===== config.mk =====
export PLATFORM = sky130hd
export DESIGN_NAME = bcd_to_binary_seq
export DESIGN_NICKNAME = d
export VERILOG_FILES = /design/src/rtl/bcd_pkg.sv /design/src/rtl/bcd_digit_mac.sv /design/src/rtl/bcd_to_binary_seq.sv
export SDC_FILE = /design/constraint.sdc
export NUM_CORES = 1
export LEC_CHECK = 0
export CAP_MARGIN = 20
export CORE_MARGIN = 2
export CORE_UTILIZATION = 35
export DETAILED_ROUTE_END_ITERATION = 10
export SETUP_SLACK_MARGIN = 0.02
export SYNTH_ARGS = -nofsm -noshare
export SYNTH_HDL_FRONTEND = slang
export SYNTH_SLANG_ARGS = --single-unit

===== constraint.sdc =====
create_clock -name clk -period 3.5 [get_ports clk]
set_input_delay 0.7 -clock clk [delete_from_list [all_inputs] [get_ports clk]]
set_output_delay 0.7 -clock clk [all_outputs]
set_load 0.01 [all_outputs]

===== src/rtl/bcd_pkg.sv =====
// Shared definitions for the BCD conversion and display path: digit limits,
// FSM encoding and the digit-validity helper.
package bcd_pkg;

  localparam int          NUM_DIGITS = 5;
  localparam logic [3:0]  DIGIT_MAX  = 4'd9;
  localparam logic [16:0] BIN_MAX    = 17'd65535;

  localparam logic [1:0] ST_IDLE = 2'd0;
  localparam logic [1:0] ST_CONV = 2'd1;
  localparam logic [1:0] ST_DONE = 2'd2;

  // True when any 4-bit field of the packed digit vector is not a decimal digit.
  function automatic logic any_digit_invalid(input logic [NUM_DIGITS*4-1:0] digits);
    logic bad;
    bad = 1'b0;
    for (int i = 0; i < NUM_DIGITS; i++) begin
      bad = bad | (digits[i*4 +: 4] > DIGIT_MAX);
    end
    return bad;
  endfunction

endpackage


===== src/rtl/bcd_digit_mac.sv =====
// One decimal accumulate step: acc_out = acc_in*10 + digit, kept at 17 bits.
module bcd_digit_mac (
  input  logic [16:0] acc_in_i,
  input  logic [3:0]  digit_i,
  output logic [16:0] acc_out_o
);

  // acc_in never exceeds 9999 here, so the shifted terms cannot lose bits.
  assign acc_out_o = (acc_in_i << 3) + (acc_in_i << 1) + {13'd0, digit_i};

endmodule


===== src/rtl/bcd_to_binary_seq.sv =====
// Sequential five-digit BCD to 16-bit binary converter with saturation,
// digit-error reporting and a one-cycle completion pulse.
module bcd_to_binary_seq #(
  parameter int NUM_DIGITS = 5
) (
  input  logic        clk,
  input  logic        reset_n,
  input  logic        start_i,
  input  logic [3:0]  ten_thous_i,
  input  logic [3:0]  thousands_i,
  input  logic [3:0]  hundreds_i,
  input  logic [3:0]  tens_i,
  input  logic [3:0]  ones_i,
  output logic [15:0] numb_o,
  output logic        busy_o,
  output logic        done_o,
  output logic        err_digit_o,
  output logic        overflow_o
);
  import bcd_pkg::*;

  logic [1:0]                 state_q, state_d;
  logic [NUM_DIGITS-1:0][3:0] dig_q, dig_d;
  logic [NUM_DIGITS-1:0][3:0] dig_in_s;
  logic [2:0]                 idx_q, idx_d;
  logic [16:0]                acc_q, acc_d;
  logic [16:0]                mac_out_s;
  logic [15:0]                numb_q, numb_d;
  logic                       busy_q, busy_d;
  logic                       done_q, done_d;
  logic                       err_q, err_d;
  logic                       ovf_q, ovf_d;
  logic                       pend_q, pend_d;

  assign dig_in_s = {ten_thous_i, thousands_i, hundreds_i, tens_i, ones_i};

  bcd_digit_mac u_mac (
    .acc_in_i  (acc_q),
    .digit_i   (dig_q[idx_q]),
    .acc_out_o (mac_out_s)
  );

  // Next-state logic; an invalid digit spends one CONV cycle so done lands one edge after accept.
  always_comb begin
    state_d = state_q;
    dig_d   = dig_q;
    idx_d   = idx_q;
    acc_d   = acc_q;
    numb_d  = numb_q;
    busy_d  = busy_q;
    done_d  = 1'b0;
    err_d   = err_q;
    ovf_d   = ovf_q;
    pend_d  = pend_q;
    case (state_q)
      ST_IDLE: begin
        if (start_i) begin
          dig_d   = dig_in_s;
          acc_d   = 17'd0;
          idx_d   = 3'd4;
          busy_d  = 1'b1;
          err_d   = 1'b0;
          ovf_d   = 1'b0;
          pend_d  = any_digit_invalid(dig_in_s);
          state_d = ST_CONV;
        end else begin
          state_d = ST_IDLE;
        end
      end
      ST_CONV: begin
        if (pend_q) begin
          state_d = ST_DONE;
          done_d  = 1'b1;
          busy_d  = 1'b0;
          numb_d  = 16'h0000;
          err_d   = 1'b1;
          pend_d  = 1'b0;
        end else begin
          acc_d = mac_out_s;
          if (idx_q == 3'd0) begin
            state_d = ST_DONE;
            done_d  = 1'b1;
            busy_d  = 1'b0;
            if (mac_out_s > BIN_MAX) begin
              numb_d = 16'hFFFF;
              ovf_d  = 1'b1;
            end else begin
              numb_d = mac_out_s[15:0];
              ovf_d  = 1'b0;
            end
          end else begin
            idx_d = idx_q - 3'd1;
          end
        end
      end
      ST_DONE: begin
        state_d = ST_IDLE;
      end
      default: begin
        state_d = ST_IDLE;
        busy_d  = 1'b0;
        pend_d  = 1'b0;
      end
    endcase
  end

  // State and output registers.
  always_ff @(posedge clk or negedge reset_n) begin
    if (!reset_n) begin
      state_q <= ST_IDLE;
      dig_q   <= '0;
      idx_q   <= 3'd0;
      acc_q   <= 17'd0;
      numb_q  <= 16'h0000;
      busy_q  <= 1'b0;
      done_q  <= 1'b0;
      err_q   <= 1'b0;
      ovf_q   <= 1'b0;
      pend_q  <= 1'b0;
    end else begin
      state_q <= state_d;
      dig_q   <= dig_d;
      idx_q   <= idx_d;
      acc_q   <= acc_d;
      numb_q  <= numb_d;
      busy_q  <= busy_d;
      done_q  <= done_d;
      err_q   <= err_d;
      ovf_q   <= ovf_d;
      pend_q  <= pend_d;
    end
  end

  assign numb_o      = numb_q;
  assign busy_o      = busy_q;
  assign done_o      = done_q;
  assign err_digit_o = err_q;
  assign overflow_o  = ovf_q;

endmodule

Word level (Yosys, flattened, before mapping):

Index checks and enable logic that the tools add are counted.

* input bits: 23
* flip-flop bits (word level): 62
* logic and storage cells: 81
* output and inout port bits: 20

* reductions and logical operators: 12
* order comparisons: 7
* bitwise logic cells: 5
* mux-type cells: 32
* equal/unequal tests: 8
* add/subtract/negate cells: 3

Operator list (count)
* $mux 16: 5
* $pmux 16 s2: 1
* $gt 4x4->1 const B: 5
* $add 17x17->17: 1
* $add 17x4->17: 1
* $gt 17x16->1 const B: 1
* $mux 1: 13
* $bmux 4 s3: 1
* $ne 2x2->1 const B: 5
* $mux 3: 3
* $reduce_and 3->1: 3
* $reduce_and 4->1: 2
* $pmux 1 s2: 3
* $pmux 3 s2: 1
* $reduce_and 2->1: 3
* $lt 3x4->1 const B: 1
* $mux 2: 2
* $mux 4: 1
* $or 1x1->1: 4
* $pmux 2 s2: 1
* $reduce_bool 2->1: 2
* $logic_not 3->1: 1
* $ne 3x3->1 const B: 1
* $pmux 1 s3: 1
* other kinds (5): 5

Longest topological paths before layout:

* word-level depth: 8
* depth in mapped cells: 16

Hierarchy:

Synthesis repeated with hierarchy kept, for this count alone.

* cells, all modules: 345
* area total of the unflattened synthesis: 3708.6 µm²

Modules (own cells, without submodules)
* bcd_to_binary_seq: cells each 242, sequential area each 1576.5 µm², instances 1, area an instance 2831.5 µm²
* bcd_digit_mac: cells each 103, sequential area each 0.0 µm², instances 1, area an instance 877.1 µm²

Worst setup path after synthesis:

Ideal clock, no wire load.

* kind: reg-to-reg
* from: register idx_q[0]
* to: register numb_q[4] (netlist: numb_o[4])
* data arrival time: 3.736 ns
* slack: -0.360 ns
* data required time: 3.376 ns
* cell stages (with the launch flop): 15
* cells stage by stage: dfrtp_1 clkbuf_1 mux4_2 nor2b_1 a31oi_1 fa_1 fa_1 nor2b_1 o211ai_1 a211oi_1 o21ai_0 and3b_1 buf_6 buf_8 a211o_1

* word-level cells in the longest chain between the ends: 7
* elaborated cells on any way between the ends: 10
* classes of those cells: 1 x add/sub; 1 x order compare; 5 x mux; 3 x reduce/logical

RTL lines
* start, declared: line bcd_to_binary_seq.sv:25 `logic [2:0] idx_q, idx_d;`
* start signal, assigned: line bcd_to_binary_seq.sv:123 `idx_q <= idx_d;`
* $bmux 4 s3: line bcd_to_binary_seq.sv:39 `.digit_i (dig_q[idx_q]),`
* $mux 4 (not written as such): line bcd_to_binary_seq.sv:39
* $add 17x4->17: line bcd_digit_mac.sv:9 `assign acc_out_o = (acc_in_i << 3) + (acc_in_i << 1) + {13'd0, digit_i};`
* $gt 17x16->1: line bcd_to_binary_seq.sv:84 `if (mac_out_s > BIN_MAX) begin`
* $mux 16: line bcd_to_binary_seq.sv:84
* $mux 16: line bcd_to_binary_seq.sv:80 `if (idx_q == 3'd0) begin`
* $mux 16: line bcd_to_binary_seq.sv:71 `if (pend_q) begin`
* end signal, assigned: line bcd_to_binary_seq.sv:125 `numb_q <= numb_d;`
* end, declared: line bcd_to_binary_seq.sv:28 `logic [15:0] numb_q, numb_d;`

Several ways; a longest one is shown, not always the timed one. The select of a mux whose other input is x is not followed.
A chain may end at the register's enable or synchronous reset.

Worst setup path after layout:

* from: register idx_q[0]
* to: register numb_q[13] (netlist: numb_o[13])

The elaborated chain is that of the path after synthesis.

==> metrics.log <==
[metrics] outcome: finished, violations left
[metrics] failing checks: setup timing
[metrics] Die Span Y: 103 um
[metrics] Int Pwr: 2.29 mW
[metrics] Seq/Total Area, Yosys: 0.451
[metrics] critical path, cell by cell: mux4_2 -> nor2b_4 -> a31oi_2 -> fa_1 -> fa_2 -> nor2b_2 -> o211ai_1 -> a211oi_2 -> o21ai_1 -> and3b_2 -> buf_6 -> a221o_1
[metrics] antenna violations before repair: 0
[metrics] critical path buffer and inverter count: 1
[metrics] total power: 3.63 mW
[metrics] number of primary I/O pins: 43
[metrics] wire length reported by the detailed router: 8.09 mm
[metrics] Die X-Extent: 103 um
[metrics] Clock H-tree levels: 3
[metrics] final-layout fill cell count: 924
[metrics] Finish-stage setup viols: 10
[metrics] routed length per instance: 16.3 um
[metrics] biggest fanout along the worst timing path: 8
[metrics] largest net degree at the start of global routing: 38
[metrics] slew at the pin closest to its max-slew limit: 0.744 ns
[metrics] fraction of layout cells with a size suffix above 1: 0.196
[metrics] 1st-iter DRT viols: 77
[metrics] Clock Sink Count: 62
[metrics] site row count: 36
[metrics] Sequential Power Share: 0.344
[metrics] final weighted congestion in routability-driven placement: 0.828
[metrics] unrepaired setup endpoints after global routing: true
[metrics] count of nets left with antenna violations after detail routing: 0
[metrics] total placed cells including tap cells: 477
[metrics] first-pass GRT wire length: 13.4 mm
[metrics] clock buffers created by TritonCTS: 9
[metrics] NetSw: 1.34 mW
[metrics] worst supply voltage drop on vdd: 0.000409 V
[metrics] mean area per synthesized cell: 11.4 um2
[metrics] CP top delay family: compound AO/OA/AOI/OAI gates
[metrics] master of the slowest instance on the critical path: sky130_fd_sc_hd__mux4_2
[metrics] required time of the critical path: 3.73 ns
[metrics] Vias/cell: 5.15
[metrics] Starting Density: 0.357
[metrics] total congestion overflow: 0
[metrics] Total Routing Usage GR: 0.167
[metrics] Final Max Slew Viols: 0
[metrics] delay of the slowest cell on the worst path: 0.52 ns
[metrics] count of vias placed by the detailed router: 2,548
[metrics] final net count: 412
[metrics] post-synth design cell area: 3440 um2
[metrics] most common cell after layout, fill and taps aside: sky130_fd_sc_hd__dfrtp_1
[metrics] top_reg_cell synth: sky130_fd_sc_hd__dfrtp_1
[metrics] via count of the first global-routing pass: 2,641
[metrics] total non-filler cell area in the finished layout: 4370 um2
[metrics] gate count of the mapped netlist: 301
[metrics] post-route setup slack: -0.0187 ns
[metrics] Hold-fix buffers, CTS: 0
[metrics] placeable core region: 9640 um2
[metrics] total die area: 10,600 um2
[metrics] type of the worst min-delay path: primary input to async pin
[metrics] clock slew seen by the registers of the worst setup and hold paths: 0.07 ns
[metrics] switch share: 0.369
[metrics] number of storage elements in the synthesis netlist: 62
[metrics] buffer depth of the longest clock path: 2
[metrics] synth-to-layout area growth: 27.1%
[metrics] Worst slew margin: 0.503
[metrics] antenna cell count: 0
[metrics] unique cell type count in the Yosys netlist: 42
[metrics] min Tclk post-route: 3.52 ns
[metrics] launching element type of the critical path: flop
[metrics] Gate power share: 0.454
[metrics] Final HPWL DP: 5.91 mm
[metrics] final hold violation count: 0
[metrics] Placed Instance Area: 4070 um2
[metrics] power density over cell area: 832 nW/um2
[metrics] number of non-filler instances in the completed layout: 495
[metrics] synth warn: 0
[metrics] DRC errors left: 0
[metrics] setup total negative slack: -0.0782 ns
[metrics] Crit. End Element: flop
[metrics] WS Path Type: flop to flop
[metrics] Arr. time, crit path: 3.75 ns
[metrics] Root Buffer Master: sky130_fd_sc_hd__clkbuf_8
[metrics] LEAKAGE: 2.08 nW
[metrics] Final Skew: 0.00991 ns
[metrics] leading cell types in the layout, fill and taps excluded: sky130_fd_sc_hd__dfrtp_1 (62), sky130_fd_sc_hd__clkdlybuf4s50_1 (41), sky130_fd_sc_hd__ha_1 (29)
[metrics] portion of total power attributed to the clock network: 0.202
[metrics] share of flip-flops with an asynchronous set or reset after synthesis: 1.00
[metrics] max-capacitance violation count: 0
[metrics] max frequency: 284 MHz
[metrics] Worst-Skew Late Latency: 0.35 ns
[metrics] 1st-pass router iterations: 4
[metrics] TritonCTS clock tree: done
[metrics] number of flops mapped to enable cells by yosys: 0
[metrics] Port-buffer cells: 42
[metrics] Post-Synthesis Net Count: 356
[metrics] portion of the clock cycle consumed by the worst path in the final layout: 1.01
## path summary, 6_finish.rpt
check / start / endpoint / slack [ns] / cells past startpoint
worst max-delay path: idx_q[0]$_DFFE_PN0P_ / numb_o[13]$_DFFE_PN0P_ / -0.02 / 12
worst min-delay path: reset_n / dig_q[6]$_DFFE_PN0P_ / 0.34 / 1
worst max register to register: idx_q[0]$_DFFE_PN0P_ / numb_o[13]$_DFFE_PN0P_ / -0.02 / 12
worst min register to register: overflow_o$_DFFE_PN0P_ / overflow_o$_DFFE_PN0P_ / 0.49 / 1
max in group asynchronous: reset_n / acc_q[7]$_DFFE_PN0P_ / 2.26 / 2
min in group clk: overflow_o$_DFFE_PN0P_ / overflow_o$_DFFE_PN0P_ / 0.49 / 1
## routing by layer
layer  up-vias  share of wire  track usage
li1       1230              -            -
met1      1236           0.45        0.216
met2        64           0.50        0.272
met3        18          0.044       0.0434
met4         0          0.016       0.0587
met5         -              0            0
## worst register-to-register path, stage by stage (launching register included)
cell and delay, ns:
sky130_fd_sc_hd__dfrtp_1 0.40, sky130_fd_sc_hd__mux4_2 0.52, sky130_fd_sc_hd__nor2b_4 0.14, sky130_fd_sc_hd__a31oi_2 0.16, sky130_fd_sc_hd__fa_1 0.48, sky130_fd_sc_hd__fa_2 0.38, sky130_fd_sc_hd__nor2b_2 0.13, sky130_fd_sc_hd__o211ai_1 0.15
sky130_fd_sc_hd__a211oi_2 0.28, sky130_fd_sc_hd__o21ai_1 0.09, sky130_fd_sc_hd__and3b_2 0.26, sky130_fd_sc_hd__buf_6 0.15, sky130_fd_sc_hd__a221o_1 0.27
## cell type report
class,instances,area [um2],area share
clock buffers,10,138,0.0315
clock inverters,6,93.8,0.0215
inverters,15,56.3,0.0129
multi-input cells,209,1800,0.412
flip-flops and latches,62,1550,0.355
well taps,133,166,0.0381
repair buffers,60,566,0.129
## cell usage after synthesis, drive strengths merged, types with 9 or more instances
cell,number,share of area
a21o,9,0.020
a221o,14,0.041
a22o,11,0.028
clkbuf,12,0.013
dfrtp,62,0.45
ha,30,0.11
inv,15,0.016
mux2,20,0.066
nand2,15,0.016
nand3,9,0.013
nor2,13,0.014
o21ai,15,0.022
xnor2,9,0.023
## sequential cells by signal, summed over array words and instances (netlist names), 2 cells and up
signal	count
dig_q	20
idx_q	3
numb_o	16
state_q	2
acc_q	16
## power by group through the flow
stage / Sequential, mW / Combinational [mW] / Clock (mW)
finish: 1.25 / 1.65 / 0.735
CTS: 1.25 / 1.64 / 0.752
detailed placement: 1.26 / 1.63 / 0
global placement: 1.25 / 1.61 / 0
floorplan: 1.22 / 1.06 / 0
global route: 1.29 / 1.85 / 0.783
## repair_timing
| item | CTS | global route |
|---|---|---|
| pin swaps | 3 | 1 |
| gates resized for setup | 2 | 13 |
| endpoints found under the setup margin | 15 | 20 |
| hold endpoints to repair | 0 | 0 |
| cloned | 0 | 1 |
| setup buffers | 0 | 1 |
## kinds of logic (layout without fill, tap and decap cells)
family	after synthesis	after routing	share of synthesized area
mux	24	24	0.0917
simple gates	59	59	0.0848
xor+xnor	14	14	0.0357
flops	62	62	0.451
fa+ha+maj	32	32	0.121
compound gates	80	80	0.175
buf+inv	30	91	0.0404
## stage by stage
| step | hold WS, ns | worst slack [ns] | utilization |
|---|---|---|---|
| final | 0.337 | -0.0187 | 0.453 |
| after global routing | 0.379 | -0.193 | 0.453 |
| after CTS | 0.355 | 0.0291 | 0.447 |
| after detailed placement | 0.479 | -0.0861 | 0.422 |
| after global placement | 0.468 | -0.00642 | 0.422 |
| after floorplan | 0.404 | -0.0265 | - |
Note: power is estimated with default switching activity, not from simulation.
==> RTL change: new RTL, config.mk and constraints unchanged <==
Add an input register stage for `start_i`, `ten_thous_i`, `thousands_i`, `hundreds_i`, `tens_i` and `ones_i`, with the module's reset; this delays them by one clock.
--- a/src/rtl/bcd_to_binary_seq.sv
+++ b/src/rtl/bcd_to_binary_seq.sv
@@ -20,4 +20,29 @@
   import bcd_pkg::*;
 
+  logic start_q;
+  logic [3:0] ten_thous_q;
+  logic [3:0] thousands_q;
+  logic [3:0] hundreds_q;
+  logic [3:0] tens_q;
+  logic [3:0] ones_q;
+
+  always_ff @(posedge clk or negedge reset_n) begin
+    if (!reset_n) begin
+      start_q     <= '0;
+      ten_thous_q <= '0;
+      thousands_q <= '0;
+      hundreds_q  <= '0;
+      tens_q      <= '0;
+      ones_q      <= '0;
+    end else begin
+      start_q     <= start_i;
+      ten_thous_q <= ten_thous_i;
+      thousands_q <= thousands_i;
+      hundreds_q  <= hundreds_i;
+      tens_q      <= tens_i;
+      ones_q      <= ones_i;
+    end
+  end
+
   logic [1:0]                 state_q, state_d;
   logic [NUM_DIGITS-1:0][3:0] dig_q, dig_d;
@@ -33,5 +58,5 @@
   logic                       pend_q, pend_d;
 
-  assign dig_in_s = {ten_thous_i, thousands_i, hundreds_i, tens_i, ones_i};
+  assign dig_in_s = {ten_thous_q, thousands_q, hundreds_q, tens_q, ones_q};
 
   bcd_digit_mac u_mac (
@@ -55,5 +80,5 @@
     case (state_q)
       ST_IDLE: begin
-        if (start_i) begin
+        if (start_q) begin
           dig_d   = dig_in_s;
           acc_d   = 17'd0;
Behaviour: not the same (a bounded check fails within 4 cycles, from zero or initial values and one cycle with reset_n low).
==> RTL change against the unedited design <==
The flow finishes with violations (design-rule violations). Wire length increased by 14%. Critical path depth decreased by 1. Total power increased by 37%. Setup slack improved by 0.040 ns. Final area increased by 23%. Synthesized area increased by 21%. Core utilization increased by 1.2 points. Synthesized cell count increased by 24%. Sequential cell count increased by 21. Sequential power increased by 25%. Clock power increased by 41%. Critical path type unchanged. Highest routed layer unchanged.
==> RTL change: results (changes against the unedited design) <==
{
  "outcome": {"value": "complete, but fails checks"},
  "synthXorXnorAreaFrac": {"value": 0.0210, "change": "-0.0147"},
  "power.clock.fraction": {"value": 0.209, "change": "+0.007"},
  "first_global_vias": {"value": 3157, "change": "+20%"},
  "drt_pass1_iterations": {"value": 8, "change": "+4"},
  "grt.met1_usage": {"value": 0.182, "change": "-0.0345"},
  "detailedPlacementHpwl": {"value": 6600, "unit": "um", "change": "+12%"},
  "place_ws": {"value": -0.142, "unit": "ns", "change": "-0.0559 ns"},
  "max_rail_drop_vdd": {"value": 0.325, "unit": "mV", "change": "-20%"},
  "cts.root.buffer_cell": {"value": "sky130_fd_sc_hd__clkbuf_16"},
  "route.met3.wl": {"value": 388, "unit": "um", "change": "+10%"},
  "post_cts_sizing": {"value": 5, "change": "+3"},
  "gp_routability_congestion": {"value": 0.822, "change": "-0.74%"},
  "non_clock_buffering_overhead": {"value": 0.122, "change": "-0.00785"},
  "yosys-mux-area-fraction": {"value": 0.0756, "change": "-0.0161"},
  "multi_input_comb_area": {"value": 0.00207, "unit": "mm^2", "change": "+15%"},
  "track_usage": {"value": 0.153, "change": "-0.0138"},
  "setup_viol_count_final": {"value": 0, "change": "-10"},
  "power.switching": {"value": 1.86, "unit": "mW", "change": "+39%"},
  "max_slew.worst_pin.slew": {"value": 0.680, "unit": "ns", "change": "-0.0639 ns"},
  "cellLeakagePower": {"value": 2.41, "unit": "nW", "change": "+16%"},
  "share_comb_of_total_power": {"value": 0.477, "change": "+0.023"},
  "multi_input_gates": {"value": 258, "change": "+23%"},
  "signal_arrival_time_at_the_worst_endpoint": {"value": 3.70, "unit": "ns", "change": "-0.05 ns"},
  "violations_in_the_final_reports": {"value": "design-rule violations"},
  "clk_share": {"value": 0.0609, "change": "+0.00793"},
  "fillCellCount": {"value": 1061, "change": "+15%"},
  "wl_met1": {"value": 3820, "unit": "um", "change": "+6.2%"},
  "synth_commonest_cells": {"value": "sky130_fd_sc_hd__dfrtp_1, sky130_fd_sc_hd__nand2_1, sky130_fd_sc_hd__ha_1"},
  "area.sequential": {"value": 0.00208, "unit": "mm^2", "change": "+34%"},
  "syn_nets": {"value": 428, "change": "+20%"},
  "groute.layer.met3.usage": {"value": 0.0246, "change": "-0.0188"},
  "filler_free_cell_count_of_the_finished_design": {"value": 581, "change": "+17%"},
  "yosysSeqAreaShare": {"value": 0.498, "change": "+0.0465"},
  "ys_types": {"value": 45, "change": "+7.1%"},
  "dr_total_vias": {"value": 3077, "change": "+21%"},
  "met2_wirelength": {"value": 4770, "unit": "um", "change": "+19%"},
  "post_place_cells": {"value": 559, "change": "+17%"},
  "synth_compound_area_frac": {"value": 0.167, "change": "-0.00808"},
  "drc": {"value": 4, "change": "+4"},
  "cts_post_setup_buffers_inserted": {"value": 4, "change": "+4"}
}
RTL change: cell types whose count changed in the layout (fill, tap and decap cells not counted), moves of 6 or more:
cell,delta
sky130_fd_sc_hd__nand2_1,+18
sky130_fd_sc_hd__clkbuf_8,-8
sky130_fd_sc_hd__a21oi_1,+10
sky130_fd_sc_hd__o21ai_1,+13
sky130_fd_sc_hd__o21ai_0,+6
sky130_fd_sc_hd__dfrtp_1,+21
sky130_fd_sc_hd__a221o_1,-12
sky130_fd_sc_hd__clkbuf_16,+9
RTL change: final timing paths:
kind	from	cells after the start	end
max	idx_q[0]	11	numb_o[15]
min	reset_n	1	acc_q[11]
max reg2reg	idx_q[0]	11	numb_o[15]
min reg2reg	ones_q[0]	1	dig_q[0]
max in group asynchronous	reset_n	2	ten_thous_q[2]
min in group clk	ones_q[0]	1	dig_q[0]
RTL change: through the flow:
step                cell area, um^2  hold WS, ns
finish                         5360        0.220
global route                   5360        0.231
CTS                            5190        0.486
detailed placement             4810        0.473
global placement               4800        0.465
floorplan                      4180        0.404
